### src/rtl/peak_decimator_pkg.sv
// Shared constants and types for the peak decimator.
//   NUM_CH / SAMPLES_PER_CH / SAMPLE_W / DATA_W : ADC word geometry
//   CH_A..CH_D                                  : channel index constants
//   state_t                                     : window-control state encoding
package peak_decimator_pkg;

  localparam int unsigned NUM_CH         = 4;
  localparam int unsigned SAMPLE_W       = 8;
  localparam int unsigned SAMPLES_PER_CH = 4;
  localparam int unsigned DATA_W         = 128;

  localparam int unsigned CH_A = 0;
  localparam int unsigned CH_B = 1;
  localparam int unsigned CH_C = 2;
  localparam int unsigned CH_D = 3;

  typedef enum logic [1:0] {
    ST_IDLE  = 2'd0,
    ST_ACCUM = 2'd1,
    ST_FLUSH = 2'd2
  } state_t;

endpackage

### src/rtl/peak_lane_reduce.sv
// Combinational max/min of one channel's samples (two-level compare tree).
//   samples  : SAMPLES_PER_CH unsigned samples of one channel
//   lane_max : largest sample
//   lane_min : smallest sample
module peak_lane_reduce
  import peak_decimator_pkg::*;
(
  input  logic [SAMPLES_PER_CH-1:0][SAMPLE_W-1:0] samples,
  output logic [SAMPLE_W-1:0]                     lane_max,
  output logic [SAMPLE_W-1:0]                     lane_min
);

  logic [SAMPLE_W-1:0] max_lo;
  logic [SAMPLE_W-1:0] max_hi;
  logic [SAMPLE_W-1:0] min_lo;
  logic [SAMPLE_W-1:0] min_hi;

  always_comb begin
    max_lo   = (samples[0] > samples[1]) ? samples[0] : samples[1];
    min_lo   = (samples[0] < samples[1]) ? samples[0] : samples[1];
    max_hi   = (samples[2] > samples[3]) ? samples[2] : samples[3];
    min_hi   = (samples[2] < samples[3]) ? samples[2] : samples[3];
    lane_max = (max_lo > max_hi) ? max_lo : max_hi;
    lane_min = (min_lo < min_hi) ? min_lo : min_hi;
  end

endmodule

### src/rtl/peak_decimator.sv
// Windowed per-channel peak (max/min) decimator for a 4-channel ADC stream.
//   rxclk, scan_rst : clock, async active-low reset
//   rxdata, rxvalid : 128-bit ADC word (byte k -> channel k mod 4) and qualifier
//   div_n           : window length in accepted words (0 treated as 1)
//   hold            : blocks new accepts; in-flight words still complete
//   ch*_max/ch*_min : per-channel window results, held between strobes
//   enout           : one-cycle result strobe, 2 cycles after the closing accept
//   win_cnt         : saturating count of completed windows
module peak_decimator
  import peak_decimator_pkg::*;
(
  input  logic              rxclk,
  input  logic              scan_rst,
  input  logic [DATA_W-1:0] rxdata,
  input  logic              rxvalid,
  input  logic [31:0]       div_n,
  input  logic              hold,
  output logic [7:0]        cha_max,
  output logic [7:0]        cha_min,
  output logic [7:0]        chb_max,
  output logic [7:0]        chb_min,
  output logic [7:0]        chc_max,
  output logic [7:0]        chc_min,
  output logic [7:0]        chd_max,
  output logic [7:0]        chd_min,
  output logic              enout,
  output logic [31:0]       win_cnt
);

  typedef logic [NUM_CH-1:0][SAMPLE_W-1:0] ch_vec_t;

  state_t state_q, state_d;

  logic        accept;
  logic        first_acc;
  logic        close_acc;
  logic [31:0] n_eff;
  logic [31:0] n_cur;

  logic [31:0] cnt_q, cnt_d;
  logic [31:0] n_q, n_d;

  logic [NUM_CH-1:0][SAMPLES_PER_CH-1:0][SAMPLE_W-1:0] lane_in;
  ch_vec_t lane_max;
  ch_vec_t lane_min;

  logic    s1_vld_q, s1_vld_d;
  logic    s1_first_q, s1_first_d;
  logic    s1_last_q, s1_last_d;
  ch_vec_t s1_max_q, s1_max_d;
  ch_vec_t s1_min_q, s1_min_d;

  ch_vec_t fold_max;
  ch_vec_t fold_min;
  ch_vec_t acc_max_q, acc_max_d;
  ch_vec_t acc_min_q, acc_min_d;
  ch_vec_t res_max_q, res_max_d;
  ch_vec_t res_min_q, res_min_d;
  logic        enout_q, enout_d;
  logic [31:0] win_cnt_q, win_cnt_d;

  assign accept = rxvalid & ~hold;

  // ---------------- window FSM ----------------
  always_ff @(posedge rxclk or negedge scan_rst) begin
    if (!scan_rst) state_q <= ST_IDLE;
    else           state_q <= state_d;
  end

  // An accept that also closes the window goes straight to FLUSH (covers N=1).
  always_comb begin
    state_d = state_q;
    unique case (state_q)
      ST_IDLE:  if (accept) state_d = close_acc ? ST_FLUSH : ST_ACCUM;
      ST_ACCUM: if (close_acc) state_d = ST_FLUSH;
      ST_FLUSH: begin
        if (!accept)        state_d = ST_IDLE;
        else if (close_acc) state_d = ST_FLUSH;
        else                state_d = ST_ACCUM;
      end
      default:  state_d = ST_IDLE;
    endcase
  end

  // Outside ACCUM the word counter is always 0, so any accept opens a window.
  always_comb begin
    first_acc = accept && (state_q != ST_ACCUM);
  end

  // ---------------- window length / word counter ----------------
  always_comb begin
    n_eff     = (div_n == '0) ? 32'd1 : div_n;
    n_cur     = first_acc ? n_eff : n_q;
    // cnt_q never exceeds n_cur-1, so this compare cannot wrap at N=0xFFFFFFFF.
    close_acc = accept && (cnt_q == n_cur - 32'd1);
    n_d       = n_cur;
    cnt_d     = cnt_q;
    if (accept) cnt_d = close_acc ? '0 : cnt_q + 32'd1;
  end

  // ---------------- stage 1: per-lane reduction ----------------
  always_comb begin
    lane_in = '0;
    for (int unsigned c = 0; c < NUM_CH; c++) begin
      for (int unsigned j = 0; j < SAMPLES_PER_CH; j++) begin
        lane_in[c][j] = rxdata[(j*NUM_CH + c)*SAMPLE_W +: SAMPLE_W];
      end
    end
  end

  for (genvar c = 0; c < NUM_CH; c++) begin : g_lane
    peak_lane_reduce u_reduce (
      .samples  (lane_in[c]),
      .lane_max (lane_max[c]),
      .lane_min (lane_min[c])
    );
  end

  always_comb begin
    s1_vld_d   = accept;
    s1_first_d = first_acc;
    s1_last_d  = close_acc;
    s1_max_d   = accept ? lane_max : s1_max_q;
    s1_min_d   = accept ? lane_min : s1_min_q;
  end

  // ---------------- stage 2: accumulate and publish ----------------
  // Results load from the fold value in the same edge as the accumulators,
  // which is what keeps the closing accept -> enout latency at 2.
  always_comb begin
    for (int unsigned c = 0; c < NUM_CH; c++) begin
      if (s1_first_q) begin
        fold_max[c] = s1_max_q[c];
        fold_min[c] = s1_min_q[c];
      end else begin
        fold_max[c] = (s1_max_q[c] > acc_max_q[c]) ? s1_max_q[c] : acc_max_q[c];
        fold_min[c] = (s1_min_q[c] < acc_min_q[c]) ? s1_min_q[c] : acc_min_q[c];
      end
    end

    acc_max_d = s1_vld_q ? fold_max : acc_max_q;
    acc_min_d = s1_vld_q ? fold_min : acc_min_q;
    enout_d   = s1_vld_q && s1_last_q;
    res_max_d = enout_d ? fold_max : res_max_q;
    res_min_d = enout_d ? fold_min : res_min_q;
    win_cnt_d = win_cnt_q;
    if (enout_d && (win_cnt_q != '1)) win_cnt_d = win_cnt_q + 32'd1;
  end

  always_ff @(posedge rxclk or negedge scan_rst) begin
    if (!scan_rst) begin
      cnt_q      <= '0;
      n_q        <= '0;
      s1_vld_q   <= 1'b0;
      s1_first_q <= 1'b0;
      s1_last_q  <= 1'b0;
      s1_max_q   <= '0;
      s1_min_q   <= '0;
      acc_max_q  <= '0;
      acc_min_q  <= '0;
      res_max_q  <= '0;
      res_min_q  <= '0;
      enout_q    <= 1'b0;
      win_cnt_q  <= '0;
    end else begin
      cnt_q      <= cnt_d;
      n_q        <= n_d;
      s1_vld_q   <= s1_vld_d;
      s1_first_q <= s1_first_d;
      s1_last_q  <= s1_last_d;
      s1_max_q   <= s1_max_d;
      s1_min_q   <= s1_min_d;
      acc_max_q  <= acc_max_d;
      acc_min_q  <= acc_min_d;
      res_max_q  <= res_max_d;
      res_min_q  <= res_min_d;
      enout_q    <= enout_d;
      win_cnt_q  <= win_cnt_d;
    end
  end

  assign cha_max = res_max_q[CH_A];
  assign cha_min = res_min_q[CH_A];
  assign chb_max = res_max_q[CH_B];
  assign chb_min = res_min_q[CH_B];
  assign chc_max = res_max_q[CH_C];
  assign chc_min = res_min_q[CH_C];
  assign chd_max = res_max_q[CH_D];
  assign chd_min = res_min_q[CH_D];
  assign enout   = enout_q;
  assign win_cnt = win_cnt_q;

endmodule

### config.mk
export PLATFORM = sky130hd
export DESIGN_NAME = peak_decimator
export DESIGN_NICKNAME = d
export VERILOG_FILES = /design/src/rtl/peak_decimator_pkg.sv /design/src/rtl/peak_lane_reduce.sv /design/src/rtl/peak_decimator.sv
export SDC_FILE = /design/constraint.sdc
export NUM_CORES = 1
export LEC_CHECK = 0
export BUFFER_PORTS_ARGS = -buffer_cell sky130_fd_sc_hd__clkbuf_2
export CAP_MARGIN = 20
export CORE_ASPECT_RATIO = 0.8
export CORE_UTILIZATION = 40
export CTS_CLUSTER_DIAMETER = 120
export CTS_CLUSTER_SIZE = 25
export DETAILED_ROUTE_END_ITERATION = 8
export PLACE_DENSITY = 0.64
export SLEW_MARGIN = 10
export SYNTH_ARGS = -nofsm -noshare
export SYNTH_HDL_FRONTEND = slang
export SYNTH_HIERARCHICAL = 1
export SYNTH_SLANG_ARGS = --single-unit
### constraint.sdc
create_clock -name rxclk -period 6.86 [get_ports rxclk]
set_input_delay 0.686 -clock rxclk [delete_from_list [all_inputs] [get_ports rxclk]]
set_output_delay 0.686 -clock rxclk [all_outputs]
set_load 0.03 [all_outputs]
==> results by group, run 1 <==
Status
  • Outcome: complete, no violations

CTS
  • Clock sinks: 294
  • Num CTS Buffers: 15
  • CTS tree: yes
  • Clock latency on the worst-skew pair: around 520 ps
  • H-tree depth: 1
  • CTS Hold Bufs: 0
  • Post-cts resize count: 0
  • Postcts setup bufs: 0
  • CTS Root Cell: clkbuf_16
  • Clock Pin Slew Worst Setup and Hold Paths: between 100 and 150 ps
  • Worst-case clock buffer depth: 3

Power and ir drop
  • Lkg Pwr: between 10 and 15 nW
  • Psw: ~2.2 mW
  • Clk network pwr share: approximately 17%
  • P_int: 3.56 mW
  • Sw frac: 38.2%
  • Seq pwr share: 40.2%
  • P per Cell Area: approximately 240 nW/um2
  • Comb power frac: between 40% and 50%
  • Max IR drop VDD: 0.125 mV

Yosys
  • Most common cell in the netlist: nand2_1
  • Cells after synthesis: 2,314
  • Synth area leaders: dfrtp_1 35%, ha_1 11%, mux2i_1 11%
  • Cell taking the most area after synthesis: dfrtp_1
  • Post-Syn Area per Cell: approximately 9 um2
  • Ys async rst share: 100%
  • Yosys warnings: 6
  • Post-synth EDFFs: 0
  • Post-synth top area share: 34.6%
  • Flops & latches, synth: between 200 and 300
  • Sequential fraction of the synthesis area: 34.6%
  • Commonest cells post-synth: 304 x nand2_1, 294 x dfrtp_1, 226 x mux2i_1
  • Syn Nets: 2,665
  • Post-synthesis cell area: 21,200 um2
  • Synth unique cells: 96
  • Top_reg_cell synth: dfrtp_1

Routing
  • WL final: roughly 58 mm
  • DRT Pass-1 Iters: 5
  • Vias: 17,700
  • DRC viols: 0
  • Vias per cell: 5.49
  • Avg WL per Cell: 17.8 um
  • Initial DRC count: 1,351
  • Final ANT Viol Nets: 0

Global route
  • Global Route Usage Sum: 21.0%
  • First-pass GRT wire length: 93.1 mm
  • Number of global-route vias before repair: around 17,000
  • Largest net degree at the start of global routing: 114
  • GRT overflow: 0
  • Initial antenna violation count: 0

Floorplan
  • Die width: 260 um
  • Die area: 54,100 um2
  • I/O pins: 261
  • Initial Util: 40.5%
  • Rows: 75
  • Die Ht: 208 um
  • Core Box Area: 52,500 um2

Setup path
  • Reg2Reg Setup Slack: 2230 ps
  • Worst Path Max Fanout: 44
  • Reg2reg path depth: 13
  • Slowest CP cell: a2111oi_0
  • Critical Path Source: state_q[1]$_DFFE_PN0P_
  • R2R Path Start: state_q[1]$_DFFE_PN0P_
  • Crit. End Element: flip-flop
  • Critical path data arrival time: 5010 ps
  • Delay of the slowest critical-path stage: 590 ps
  • End of the worst register-to-register path: cnt_q[17]$_DFFE_PN0N_
  • CP bufs+invs: 3
  • CP startpoint kind: flip-flop
  • CP Cell Sequence: nand2b_1 > buf_4 > nand2_4 > inv_2 > o21ai_0 > ha_1 > o21ai_0 > a2111oi_0 > a31o_1 > nand4bb_1 > nor4_4 > buf_4 > nor2_1
  • Delay-heaviest family, CP: compound AO/OA/AOI/OAI gates
  • Req. time, crit path: 7240 ps
  • Setup CP Type: flip-flop to flip-flop

Layout
  • Share of cells above drive strength 1: 17.1%
  • Non-Filler Instances: 3,224
  • P&R area growth vs syn: 11.4%
  • # diodes: 0
  • NumNets Final: 2,882
  • Final Cell Area: 23,700 um2
  • End-of-flow core utilization: approximately 45%

Placed design
  • Placed insts: ~3,200
  • Hpwl dp: 43.5 mm
  • I/O Buffers: 260
  • Routability congestion estimate: 0.921
  • Placement Cell Area: 23,200 um2
  • Pre-CTS setup slack: 2080 ps

Timing
  • Worst slew margin: slightly above 30%
  • Slew Limit Fails: 0
  • Final Hold Viols: 0
  • Unrepaired setup endpoints after global routing: false
  • Setup-failing EPs final: 0
  • Setup TNS: 0 ps
  • Clock Skew: ~26 ps
  • Slew @ Worst Pin: 1050 ps
  • Period utilization: about 67%
  • Setup slack after layout: 2230 ps
  • Fmax: about 0.22 GHz
  • Tmin final: 4630 ps

Hold path
  • Worst Hold Class: primary input to asynchronous set/reset pin

Flow run
  • Max Cap Viol: 0
routing by layer:
layer	global-route usage (%)	vias to the layer above	share of wire, %
met5	0	-	0
met2	32.7	420	44
met4	4.22	0	1.9
li1	-	8574	-
met3	2.11	61	4.3
met1	31.5	8655	49
cells in the final DEF (no fill, tap or decap), drive strengths merged, types with 33 or more instances in the layout:
| master | instances |
|---|---|
| clkbuf | 275 |
| dfrtp | 294 |
| nand2b | 33 |
| a31oi | 40 |
| nand4 | 36 |
| inv | 202 |
| xor2 | 45 |
| mux2 | 81 |
| nor2 | 131 |
| nand3 | 50 |
| nand2 | 307 |
| mux2i | 227 |
| a21o | 35 |
| xnor2 | 49 |
| ha | 187 |
| o21ai | 130 |
| a21oi | 102 |
cell families (layout without fill, tap and decap cells):
group	Yosys count	in the layout	synth area share, %
AND/OR/NAND/NOR	723	723	16.5
AO/OA/AOI/OAI	428	428	13.7
multiplexers	308	308	15.0
flip-flops	294	294	34.6
buffers and inverters	280	497	5.26
adder cells (fa/ha/maj)	187	187	11.0
XOR/XNOR	94	94	3.87
worst max path at each step:
stage | endpoint | slack [ps] | depth (start not counted)
after CTS | cnt_q[19]$_DFFE_PN0N_ | 2290 | 13
after global routing | cnt_q[16]$_DFFE_PN0N_ | 1820 | 13
after detailed placement | s1_max_q[16]$_DFFE_PN0N_ | 2080 | 20
after floorplan | cnt_q[1]$_DFFE_PN0N_ | 2940 | 15
final | cnt_q[17]$_DFFE_PN0N_ | 2230 | 13
after global placement | cnt_q[3]$_DFFE_PN0N_ | 2320 | 14
power groups by stage:
stage / combinational, mW / clock, mW / sequential, mW
3_5_place_dp: 2.44 / 0 / 2.35
2_1_floorplan: 1.86 / 0 / 2.25
5_1_grt: 2.77 / 1.08 / 2.37
6_report: 2.48 / 0.974 / 2.32
4_1_cts: 2.45 / 1.03 / 2.31
3_3_place_gp: 2.37 / 0 / 2.33
state kept, by name, summed over array words and instances, names as in the netlist, 32 cells and up:
| register | cells |
|---|---|
| n_q | 32 |
| win_cnt | 32 |
| acc_max_q | 32 |
| s1_min_q | 32 |
| cnt_q | 32 |
| acc_min_q | 32 |
| s1_max_q | 32 |
metrics by stage:
step	hold slack (ps)	total power [mW]
2_1_floorplan	390	4.12
3_3_place_gp	464	4.70
3_5_place_dp	474	4.79
4_1_cts	231	5.80
5_1_grt	275	6.22
6_report	203	5.77
layout make-up:
| type | instances | area, um2 |
|---|---|---|
| Clock inverter | 1 | 7.51 |
| Inverter | 203 | 763 |
| Multi-Input combinational cell | 1740 | 12800 |
| Fill cell | 5019 | 28800 |
| Tap cell | 693 | 867 |
| Sequential cell | 294 | 7360 |
| Clock buffer | 16 | 379 |
| Timing Repair Buffer | 277 | 1500 |
Note: power is estimated with default switching activity, not from simulation.
==> inputs of run 2 (changes only) <==
clock period = 4.6 ns   (was 6.86 ns; I/O delays follow)
==> results by group, run 2 (synthesis gave the netlist of run 1 again) <==
Timing
  • Slew Limit Fails: 0
  • Unrepaired setup endpoints after global routing: false
  • Setup-failing EPs final: 0
  • Slew @ Worst Pin: 1130 ps
  • Hold Worst Slack: -52.6 ps
  • Setup TNS: 0 ps
  • Worst slew margin: 24.7%
  • Period utilization: around 82%
  • Fmax: 0.266 GHz
  • Clock Skew: 12.8 ps
  • Setup slack after layout: 834 ps
  • Tmin final: 3770 ps
  • Final Hold Viols: 10

Floorplan
  • Rows: 75
  • I/O pins: 261
  • Die Ht: 208 um
  • Die width: between 200 and 300 um
  • Die area: 54,100 um2
  • Core Box Area: 52,500 um2
  • Initial Util: about two fifths

Status
  • Failing checks: negative hold slack
  • Outcome: finished with violations

Setup path
  • Req. time, crit path: 5060 ps
  • Slowest CP cell: mux2i_1
  • Critical path data arrival time: between 4000 and 5000 ps
  • CP startpoint kind: primary input
  • Worst Path Max Fanout: 7
  • Crit-path most repeated cell: nand2_1
  • Delay of the slowest critical-path stage: 410 ps
  • Crit. End Element: flip-flop
  • Setup CP Type: primary input to flip-flop
  • CP Cell Sequence: clkbuf_2 > inv_1 > ha_1 > a21oi_1 > nor2_1 > a211oi_4 > nand2_1 > mux2i_1 > inv_1 > ha_1 > nand2_1 > o211ai_1 > a41oi_1 > or2_1 > a31oi_4 > mux2i_1 > nand2_1 > nand2_1

Layout
  • # diodes: 0
  • P&R area growth vs syn: 11.8%
  • End-of-flow core utilization: 45.3%
  • NumNets Final: 2,897
  • Most frequent cells in the layout: 303 x nand2_1, 294 x dfrtp_1, 259 x clkbuf_2, 226 x mux2i_1, 201 x inv_1
  • Commonest non-fill, non-tap cell in the layout: nand2_1
  • Share of cells above drive strength 1: 17.5%

CTS
  • CTS Root Cell: clkbuf_16
  • H-tree depth: 1
  • Clock latency on the worst-skew pair: 510 ps
  • Clock sinks: 294
  • Clock Pin Slew Worst Setup and Hold Paths: 110 ps
  • Post-cts resize count: 0
  • Num CTS Buffers: 15
  • CTS Hold Bufs: 0
  • Postcts setup bufs: 0
  • CTS tree: yes
  • Worst-case clock buffer depth: 3

Power and ir drop
  • Max IR drop VDD: 0.213 mV
  • P per Cell Area: 364 nW/um2
  • Lkg Pwr: 12.3 nW

Hold path
  • Worst Hold Class: primary input to asynchronous set/reset pin

Global route
  • Initial antenna violation count: 0
  • Number of global-route vias before repair: 17,400
  • Global Route Usage Sum: 21.6%
  • First-pass GRT wire length: 94.6 mm
  • GRT overflow: 0
  • Largest net degree at the start of global routing: 109

Placed design
  • I/O Buffers: 260
  • Routability congestion estimate: 0.977
  • Hpwl dp: 45.8 mm
  • Pre-CTS setup slack: 400 ps

Routing
  • Final ANT Viol Nets: 0
  • DRT Pass-1 Iters: 5
  • DRC viols: 0
  • Avg WL per Cell: between 15 and 20 um
  • Vias: around 18,000
  • Vias per cell: 5.49
  • Initial DRC count: 1,374
  • WL final: ~60 mm

Flow run
  • Max Cap Viol: 0
==> run 2: changes by cell type in the layout (fill, tap and decap cells not counted) <==
cell	previous run	this run
clkinvlp_4	1	0
nor2b_1	26	27
nor2b_2	1	0
clkinv_4	0	1
buf_4	13	30
clkbuf_1	1	0
buf_12	2	0
==> run 2: worst max-delay path: cells and delay by family <==
family	cells	cell delay (ps)
AO/OA/AOI/OAI	5	1260
AND/OR/NAND/NOR	6	900
multiplexers	2	710
adder cells (fa/ha/maj)	2	620
buffers and inverters	3	260
==> run 2: per-stage QoR <==
step	std cells	power, mW	hold slack (ps)	instance area, um2
CTS	3237	8.69	26.7	23700
global placement	3220	7.07	464	23300
finish	3238	8.64	-52.6	23800
floorplan	2314	6.14	164	21200
global route	3238	9.30	32.4	23800
detailed placement	3221	7.20	473	23300
==> run 2: path summary, 6_finish.rpt <==
kind                                         from                       to  slack, ps  cells past startpoint
max                                    rxdata[37]  s1_min_q[5]$_DFFE_PN0N_        830                     18
min                                      scan_rst        n_q[22]$_DFF_PN0_        -50                      1
max reg2reg                state_q[1]$_DFFE_PN0P_     cnt_q[1]$_DFFE_PN0N_        900                     11
min reg2reg                chb_max[4]$_DFFE_PN0P_   chb_max[4]$_DFFE_PN0P_        490                      2
max in group asynchronous                scan_rst   win_cnt[8]$_DFFE_PN0P_       3460                      2
min in group rxclk                       div_n[4]         n_q[4]$_DFF_PN0_        230                      3
==> run 2: where the power goes <==
part	total [mW]	switching (mW)	internal, mW	leakage, nW
logic	3.73	2.04	1.69	8.28
registers	3.46	0.430	3.03	3.86
clock network	1.45	0.854	0.595	0.189
total	8.64	3.32	5.32	12.3
==> run 2: final cells by class <==
class                           instances  area [um2]
Sequential cell                       294        7360
Inverter                              203         763
Fill cell                            5026       28700
Tap cell                              693         867
Clock inverter                          1        8.76
Clock buffer                           15         375
Timing Repair Buffer                  292        1590
Multi-Input combinational cell       1740       12800
==> run 2: routing by layer <==
metal	track usage (%)	vias to the layer above	part of all wire [%]
met1	32.0	8604	48
met3	3.05	97	5.6
met4	6.09	0	2.8
met5	0	-	0
li1	-	8581	-
met2	32.6	508	44
==> inputs of run 3 (changes only) <==
clock period = 3.7 ns   (was 4.6 ns; I/O delays follow)
==> results by group, run 3 (synthesis gave the netlist of run 1 again) <==
CTS
  • Num CTS Buffers: 16
  • Clock Pin Slew Worst Setup and Hold Paths: 100 ps
  • CTS tree: yes
  • CTS Root Cell: clkbuf_16
  • Worst-case clock buffer depth: 3
  • Clock sinks: 294
  • H-tree depth: 1
  • Clock latency on the worst-skew pair: 530 ps

Global route
  • Largest net degree at the start of global routing: 97
  • Number of global-route vias before repair: around 18,000
  • GRT overflow: 0
  • Initial antenna violation count: 0
  • Global Route Usage Sum: between 20% and 30%
  • First-pass GRT wire length: between 90 and 100 mm

Timing
  • Tmin final: 3510 ps
  • Setup-failing EPs final: 0
  • Worst slew margin: 32.1%
  • Unrepaired setup endpoints after global routing: false
  • Final Hold Viols: 0
  • Fmax: 0.285 GHz
  • Clock Skew: 36.0 ps
  • Slew Limit Fails: 0
  • Slew @ Worst Pin: 1020 ps
  • Setup slack after layout: between 150 and 200 ps
  • Period utilization: 95.0%

Layout
  • Non-Filler Instances: 3,290
  • End-of-flow core utilization: 46.4%
  • Final Cell Area: 24,300 um2
  • # diodes: 0
  • NumNets Final: 2,945
  • P&R area growth vs syn: 14.5%
  • Commonest non-fill, non-tap cell in the layout: nand2_1
  • Share of cells above drive strength 1: between 10% and 20%
  • Most frequent cells in the layout: 303 x nand2_1, 294 x dfrtp_1, 259 x clkbuf_2, 226 x mux2i_1, 201 x inv_1

Routing
  • DRC viols: 0
  • Vias: 17,900
  • WL final: 58.3 mm
  • Avg WL per Cell: 17.7 um
  • Initial DRC count: 1,330
  • Vias per cell: 5.44
  • Final ANT Viol Nets: 0
  • DRT Pass-1 Iters: 5

Floorplan
  • Initial Util: 40.5%
  • Die area: 54,100 um2
  • I/O pins: 261
  • Die width: between 200 and 300 um
  • Die Ht: 208 um
  • Rows: 75
  • Core Box Area: 52,500 um2

Power and ir drop
  • Lkg Pwr: 12.6 nW
  • Max IR drop VDD: around 0.25 mV
  • P per Cell Area: 457 nW/um2

Setup path
  • Critical path data arrival time: between 3000 and 4000 ps
  • Req. time, crit path: between 4000 and 5000 ps
  • Setup CP Type: primary input to flip-flop
  • Crit. End Element: flip-flop
  • Worst Path Max Fanout: 9
  • CP startpoint kind: primary input

Placed design
  • I/O Buffers: 260
  • Placement Cell Area: 23,700 um2
  • Hpwl dp: 45.0 mm
  • Pre-CTS setup slack: -233 ps
  • Placed insts: 3,263
  • Routability congestion estimate: 0.948

Flow run
  • Max Cap Viol: 0

Status
  • Outcome: complete, no violations

Hold path
  • Worst Hold Class: primary input to flip-flop
## run 3: layout make-up
cell class                 instances  area (um2)
multi-input combinational       1740       12800
fill                            4983       28100
tap                              693         867
clock inverter                     4        85.1
inverter                         203         763
timing repair buffer             339        2020
sequential                       294        7360
clock buffer                      17         425
## run 3: worst paths after layout
kind / slack [ps] / from / end / depth (start not counted)
worst min register to register: 490 / chb_max[6]$_DFFE_PN0P_ / chb_max[6]$_DFFE_PN0P_ / 2
worst max-delay path: 190 / rxdata[49] / s1_min_q[17]$_DFFE_PN0N_ / 20
worst max register to register: 200 / n_q[2]$_DFF_PN0_ / cnt_q[27]$_DFFE_PN0N_ / 10
min in group asynchronous: 420 / scan_rst / cnt_q[23]$_DFFE_PN0N_ / 2
max in group asynchronous: 2220 / scan_rst / s1_max_q[2]$_DFFE_PN0N_ / 3
worst min-delay path: 130 / div_n[4] / n_q[4]$_DFF_PN0_ / 3
## run 3: critical path, cell delays in order
cell,delay [ps]
clkbuf_2,100
inv_1,50
ha_1,290
nor2b_1,150
o211ai_2,150
a21oi_2,80
a211o_1,300
buf_4,200
mux2i_1,210
inv_1,70
ha_1,300
a21oi_1,180
nor2b_1,60
o21ai_0,310
o21ai_0,150
nor2_1,270
o21ai_4,190
mux2i_1,360
nand2_1,110
nand2_1,70
## run 3: per-layer routing
layer	wire, um	track usage (%)
met5	0	0
met4	812	3.96
met3	2870	2.10
met2	25300	32.9
met1	29300	32.6
## run 3: repair_timing
item                                    4_1_cts  5_1_grt
hold endpoints to repair                     74        0
gates resized for setup                       1        2
endpoints found under the setup margin        1       33
pin swaps                                     0        1
gates cloned                                  0        0
setup buffers                                 0        3
hold buffers                                  1        0
## run 3: through the flow
| stage | power (mW) | hold WS [ps] | TNS [ps] |
|---|---|---|---|
| 2_1_floorplan | 7.63 | 74.4 | 0 |
| 3_3_place_gp | 8.82 | 397 | -472 |
| 3_5_place_dp | 9.01 | 402 | -2330 |
| 4_1_cts | 11.2 | 98.8 | 0 |
| 5_1_grt | 11.9 | 127 | 0 |
| 6_report | 11.1 | 126 | 0 |
## run 3: where the power goes
group | switching, mW | leakage (nW) | internal, mW
Sequential | 0.532 | 3.86 | 3.77
Combinational | 2.52 | 8.53 | 2.18
Clock | 1.13 | 0.250 | 0.988
Total | 4.18 | 12.6 | 6.94
